## src/rtl/pipe_adder.sv

```systemverilog
// pipe_adder: pipelined unsigned adder, WIDTH bits plus carry-in, with
// valid/ready handshakes on both sides.
//
// The carry chain is cut into SEG-bit segments. Stage k adds segment k of
// the operands using the carry registered by stage k-1 (stage 0 uses cin).
// Each stage registers:
//   - the partial sum accumulated so far;
//   - its carry-out;
//   - the operand segments still to be added.
// The last stage therefore holds the complete WIDTH+1 bit result.
// Latency is NSTG = WIDTH/SEG cycles, and one operand pair can be accepted
// per cycle.
//
// Flow control uses one enable for the whole pipeline. When the head holds
// a result that the consumer refuses, every stage holds and in_ready drops.
// Bubbles travel through the pipeline and are not collapsed.
//
// Optional build macro PIPE_ADDER_OVF_EN adds output ovf. It flags signed
// (two's-complement) overflow of a+b+cin at WIDTH bits, and it moves
// through the pipeline alongside sum.
//
// Ports:
//   clk        rising-edge clock
//   rst        synchronous active-high reset (clears valids and all registers)
//   in_valid   operand pair present
//   in_ready   block can accept this cycle (combinational, 1 during rst)
//   a, b       WIDTH-bit unsigned operands
//   cin        carry-in
//   out_valid  sum present
//   out_ready  consumer accepts this cycle
//   sum        a+b+cin, WIDTH+1 bits, MSB is carry-out
//   ovf        (PIPE_ADDER_OVF_EN only) signed overflow flag for sum
module pipe_adder #(
  parameter int WIDTH = 8,
  parameter int SEG   = 4
) (
  input  logic             clk,
  input  logic             rst,
  input  logic             in_valid,
  output logic             in_ready,
  input  logic [WIDTH-1:0] a,
  input  logic [WIDTH-1:0] b,
  input  logic             cin,
  output logic             out_valid,
  input  logic             out_ready,
  output logic [WIDTH:0]   sum
`ifdef PIPE_ADDER_OVF_EN
  ,
  output logic             ovf
`endif
);

  localparam int NSTG = WIDTH / SEG;

  if (SEG < 1 || SEG > WIDTH || (WIDTH % SEG) != 0) begin : g_bad_cfg
    $error("pipe_adder: SEG must be in 1..WIDTH and divide WIDTH");
  end

  function automatic logic [SEG:0] seg_add(input logic [SEG-1:0] x,
                                           input logic [SEG-1:0] y,
                                           input logic           c);
    return {1'b0, x} + {1'b0, y} + {{SEG{1'b0}}, c};
  endfunction

  logic stall;
  logic adv;

  assign stall    = out_valid && !out_ready;
  assign adv      = !stall;
  assign in_ready = rst || !stall;

  for (genvar k = 0; k < NSTG; k++) begin : g_stg
    // RW: width of the operand bits not yet added when entering stage k.
    // PW: width of the partial sum that stage k holds.
    localparam int RW = WIDTH - k * SEG;
    localparam int PW = (k + 1) * SEG;

    logic [RW-1:0] ra_in;
    logic [RW-1:0] rb_in;
    logic          c_in;
    logic          v_in;
    logic [SEG:0]  seg_sum;
    logic [PW-1:0] ps_new;
    logic [PW-1:0] ps_d;
    logic [PW-1:0] ps_q;
    logic          cy_d;
    logic          cy_q;
    logic          vld_d;
    logic          vld_q;

    if (k == 0) begin : g_head
      assign ra_in  = a;
      assign rb_in  = b;
      assign c_in   = cin;
      assign v_in   = in_valid;
      assign ps_new = seg_sum[SEG-1:0];
    end else begin : g_tail
      assign ra_in  = g_stg[k-1].g_rem.ra_q;
      assign rb_in  = g_stg[k-1].g_rem.rb_q;
      assign c_in   = g_stg[k-1].cy_q;
      assign v_in   = g_stg[k-1].vld_q;
      assign ps_new = {seg_sum[SEG-1:0], g_stg[k-1].ps_q};
    end

    assign seg_sum = seg_add(ra_in[SEG-1:0], rb_in[SEG-1:0], c_in);

    // Data loads only for a valid beat, so a bubble leaves the previous
    // result visible at the output.
    always_comb begin
      vld_d = vld_q;
      ps_d  = ps_q;
      cy_d  = cy_q;
      if (adv) begin
        vld_d = v_in;
        if (v_in) begin
          ps_d = ps_new;
          cy_d = seg_sum[SEG];
        end
      end
    end

    // ---- stage k register boundary ----
    always_ff @(posedge clk) begin
      if (rst) begin
        vld_q <= 1'b0;
        ps_q  <= '0;
        cy_q  <= 1'b0;
      end else begin
        vld_q <= vld_d;
        ps_q  <= ps_d;
        cy_q  <= cy_d;
      end
    end

    // Operand bits above this segment are delayed for the later stages.
    // The last stage has nothing left to carry.
    if (k < NSTG - 1) begin : g_rem
      logic [RW-SEG-1:0] ra_d;
      logic [RW-SEG-1:0] ra_q;
      logic [RW-SEG-1:0] rb_d;
      logic [RW-SEG-1:0] rb_q;

      always_comb begin
        ra_d = ra_q;
        rb_d = rb_q;
        if (adv && v_in) begin
          ra_d = ra_in[RW-1:SEG];
          rb_d = rb_in[RW-1:SEG];
        end
      end

      always_ff @(posedge clk) begin
        if (rst) begin
          ra_q <= '0;
          rb_q <= '0;
        end else begin
          ra_q <= ra_d;
          rb_q <= rb_d;
        end
      end
    end
  end

  assign out_valid = g_stg[NSTG-1].vld_q;
  assign sum       = {g_stg[NSTG-1].cy_q, g_stg[NSTG-1].ps_q};

`ifdef PIPE_ADDER_OVF_EN
  function automatic logic ovf_calc(input logic a_msb,
                                    input logic b_msb,
                                    input logic s_msb);
    return (a_msb == b_msb) && (s_msb != a_msb);
  endfunction

  logic ovf_new;
  logic ovf_d;
  logic ovf_q;

  // The last stage still sees the operand sign bits (top of its segment)
  // and produces result bit WIDTH-1. The flag is computed there, so it
  // lands in the same cycle as sum.
  assign ovf_new = ovf_calc(g_stg[NSTG-1].ra_in[SEG-1],
                            g_stg[NSTG-1].rb_in[SEG-1],
                            g_stg[NSTG-1].seg_sum[SEG-1]);

  always_comb begin
    ovf_d = ovf_q;
    if (adv && g_stg[NSTG-1].v_in) begin
      ovf_d = ovf_new;
    end
  end

  // ---- overflow flag register boundary (aligned with last stage) ----
  always_ff @(posedge clk) begin
    if (rst) begin
      ovf_q <= 1'b0;
    end else begin
      ovf_q <= ovf_d;
    end
  end

  assign ovf = ovf_q;
`endif

endmodule

```

## config.mk

```make
export PLATFORM = sky130hd
export DESIGN_NAME = pipe_adder
export DESIGN_NICKNAME = d
export VERILOG_FILES = /design/src/rtl/pipe_adder.sv
export SDC_FILE = /design/constraint.sdc
export NUM_CORES = 1
export LEC_CHECK = 0
export BUFFER_PORTS_ARGS = -buffer_cell sky130_fd_sc_hd__clkbuf_2
export CAP_MARGIN = 10
export CORE_AREA = 2 2 63 65
export CTS_CLUSTER_SIZE = 10
export DETAILED_ROUTE_END_ITERATION = 7
export DIE_AREA = 0 0 65 67
export GPL_TIMING_DRIVEN = 0
export HOLD_SLACK_MARGIN = 0.06
export PLACE_DENSITY_LB_ADDON = 0.08
export SETUP_SLACK_MARGIN = 0.1
export SLEW_MARGIN = 20
export SYNTH_ARGS = -nofsm -noshare
export SYNTH_HDL_FRONTEND = slang
export SYNTH_SLANG_ARGS = --single-unit
```

## constraint.sdc

```tcl
create_clock -name clk -period 2 [get_ports clk]
set_input_delay 0.2 -clock clk [delete_from_list [all_inputs] [get_ports clk]]
set_output_delay 0.2 -clock clk [all_outputs]
set_load 0.005 [all_outputs]
```

==> flow_metrics.env <==
export IMPL_cp_required_ps=2190
export IMPL_antenna_found_initial=0
export IMPL_hold_viol_final=0
export IMPL_max_cap_viol_count=0
export IMPL_grt_max_degree=13
export IMPL_wl_um=3080
export IMPL_htreeDepth=1
export IMPL_cts_root_buf="clkbuf_8"
export IMPL_io_pins=32
export IMPL_reg2reg_depth=6
export IMPL_grt_pass1_vias=1175
export IMPL_fin_crit_ps=1760
export IMPL_drc=0
export IMPL_die_w_um=65
export IMPL_clk_latency_ps=260
export IMPL_cts_tree="done"
export IMPL_numCtsBuffers=3
export IMPL_start_kind="flip-flop"
export IMPL_setup_violations=0
export IMPL_whs_ps=167
export IMPL_fp_coreArea_um2=3610
export IMPL_vdd_drop_max_mv=0.210
export IMPL_max_freq_mhz=568
export IMPL_p_per_area_nw_per_um2=657
export IMPL_synth_cell_types=32
export IMPL_syn_instance_count=141
export IMPL_relSlewSlack_pct=65.7
export IMPL_maxSlewViolCount=0
export IMPL_dp_hpwl_um=2350
export IMPL_core_rowCount=22
export IMPL_nNetsFinal=208
export IMPL_num_vias=1133
export IMPL_wl_per_cell_um=13.8
export IMPL_worst_pin_slew_ps=515
export IMPL_rsz0062_at_grt="false"
export IMPL_n_antenna_cell=0
export IMPL_syn_to_final_growth_pct=22.1
export IMPL_drive_above_1_share_pct=24.6
export IMPL_dr_first_iter_drc_count=70
export IMPL_fin_tns_setup_ps=0
export IMPL_port_buffers=31
export IMPL_grt_pass1_wl_um=5300
export IMPL_status="complete, no violations"
export IMPL_grt_total_usage_pct=16.1
export IMPL_syn_nets=172
export IMPL_cts_clk_slew_worst_paths_ps=80
export IMPL_ys_seq_elements=24
export IMPL_worstHoldPathType="primary input to flip-flop"
export IMPL_syn_area_um2=1220
export IMPL_whs_path_depth=3
export IMPL_post_route_period_util_pct=88.0
export IMPL_p_leak_nw=0.621
export IMPL_clock_sinks=24
export IMPL_start_util_pct=33.9
export IMPL_die_height_um=67
export IMPL_gp_congestion=0.822
export IMPL_ys_seq_area_share_pct=39.3
export IMPL_dieArea_um2=4360
export IMPL_end_kind="flip-flop"
export IMPL_synth_top_area_share_pct=39.3
export IMPL_fin_skew_ps=9.14
export IMPL_dr_pass1_iters=4
export IMPL_overflow=0
export IMPL_viasPerCell=5.08
export IMPL_drtAntennaViolNets=0
export IMPL_synth_top_cell_by_area="dfxtp_1"
export IMPL_arrival_ps=1940
export IMPL_cts_buffer_depth=2
export IMPL_syn_avg_cell_area_um2=8.68
export IMPL_ys_warn_count=0
export IMPL_cp_max_fo=2
export IMPL_synth_area_leaders="dfxtp_1 39%, a21oi_1 9.4%, o21ai_0 7.0%"
export IMPL_cts_hold_buffers=0
export IMPL_critPathKind="flip-flop to flip-flop"
-- where the power goes --
| group | internal, mW | switching (mW) |
|---|---|---|
| clock network | 0.134 | 0.137 |
| logic | 0.0856 | 0.101 |
| registers | 0.509 | 0.0157 |
-- cell families (layout without fill, tap and decap cells) --
| logic type | Yosys count | in the layout | share of synthesized area [%] |
|---|---|---|---|
| XOR/XNOR | 2 | 2 | 1.43 |
| AO/OA/AOI/OAI | 49 | 49 | 22.8 |
| adder cells (fa/ha/maj) | 10 | 10 | 12.7 |
| buffers and inverters | 21 | 55 | 7.98 |
| flip-flops | 24 | 24 | 39.3 |
| AND/OR/NAND/NOR | 35 | 35 | 15.9 |
-- placed cells by master, fill, tap and decap left out, drive strengths merged --
master and instances:
fa 4, nand3 16, a311oi 1, nand2b 3, inv 10, ha 6
o21ai 17, nor3 2, nand4b 1, xnor2 2, dfxtp 24, buf 5
a21oi 23, a2111o 1, nand2 3, nor4b 1, clkbuf 40, or2 2
o221ai 1, nand3b 1, and2 1, a2111oi 1, a221oi 1, a211oi 3
nor2 1, a221o 1, nor2b 3, and2b 1
-- area by class of cell --
class                      instances  area [um^2]
clock buffer                       3         41.3
buffer                            11         60.1
multi-input combinational         96          659
sequential                        24          480
inverter                          10         37.5
fill                             389         2110
timing repair buffer              31          155
tap                               48         60.1
-- final timing paths --
kind	endpoint	slack (ps)	startpoint
worst min register to register	g_stg[0].g_rem.ra_q[0]$_SDFFE_PP0P_	480	g_stg[0].g_rem.ra_q[0]$_SDFFE_PP0P_
worst max-delay path	g_stg[1].ps_q[6]$_SDFFE_PP0P_	240	g_stg[0].cy_q$_SDFFE_PP0P_
worst min-delay path	g_stg[0].g_rem.ra_q[0]$_SDFFE_PP0P_	170	a[4]
worst max register to register	g_stg[1].ps_q[6]$_SDFFE_PP0P_	240	g_stg[0].cy_q$_SDFFE_PP0P_
-- cells in the mapped netlist --
library cell	instances
xnor2_1	2
dfxtp_1	24
a221oi_1	1
and2b_1	1
a21oi_1	23
and2_1	1
ha_1	6
or2_0	1
clkbuf_1	5
o221ai_1	1
inv_1	10
nand2b_1	3
buf_4	2
nand4b_1	1
nor2b_1	3
nand3b_1	1
buf_6	1
a311oi_1	1
or2_1	1
nor3_1	2
fa_1	4
a2111oi_0	1
a2111o_1	1
buf_2	2
a211oi_1	3
a221o_1	1
clkbuf_2	1
nor2_1	1
nand3_1	16
nand2_1	3
o21ai_0	17
nor4b_1	1
-- repair_timing --
action | 4_1_cts | 5_1_grt
gates resized for setup | 0 | 3
endpoints found under the setup margin | 0 | 1
setup buffers | 0 | 0
-- metal layers --
layer	track usage (%)	routed length (um)	share of wire, %
met1	20.2	1440	47
met2	27.4	1480	48
met3	3.04	127	4.1
met4	5.59	44	1.4
met5	0	0	0
-- worst max-delay path, cell delays in order, from the launching register on --
cell and delay (ps):
dfxtp_1 310, inv_1 60, fa_1 470, fa_2 390, xnor2_2 160, nand3_1 120
a21oi_2 170
-- flip-flops by register name (all words and copies together) (netlist names) --
signal and cells:
g_stg.cy_q 2, g_stg.ps_q 12, g_stg.g_rem.rb_q 4, out_valid 1, g_stg.g_rem.ra_q 4, g_stg.vld_q 1
-- stage by stage --
| step | utilization (%) | cell area [um^2] | setup slack, ps | power [mW] | cells |
|---|---|---|---|---|---|
| final | 41.4 | 1490 | 241 | 0.982 | 223 |
| after global placement | 39.9 | 1440 | 230 | 0.715 | 220 |
| after global routing | 41.4 | 1490 | 108 | 1.05 | 223 |
| after detailed placement | 39.9 | 1440 | 179 | 0.719 | 220 |
| after CTS | 41.0 | 1480 | 157 | 0.991 | 223 |
| after floorplan | - | 1220 | 397 | 0.649 | 141 |
(Power assumes the default switching activity.)
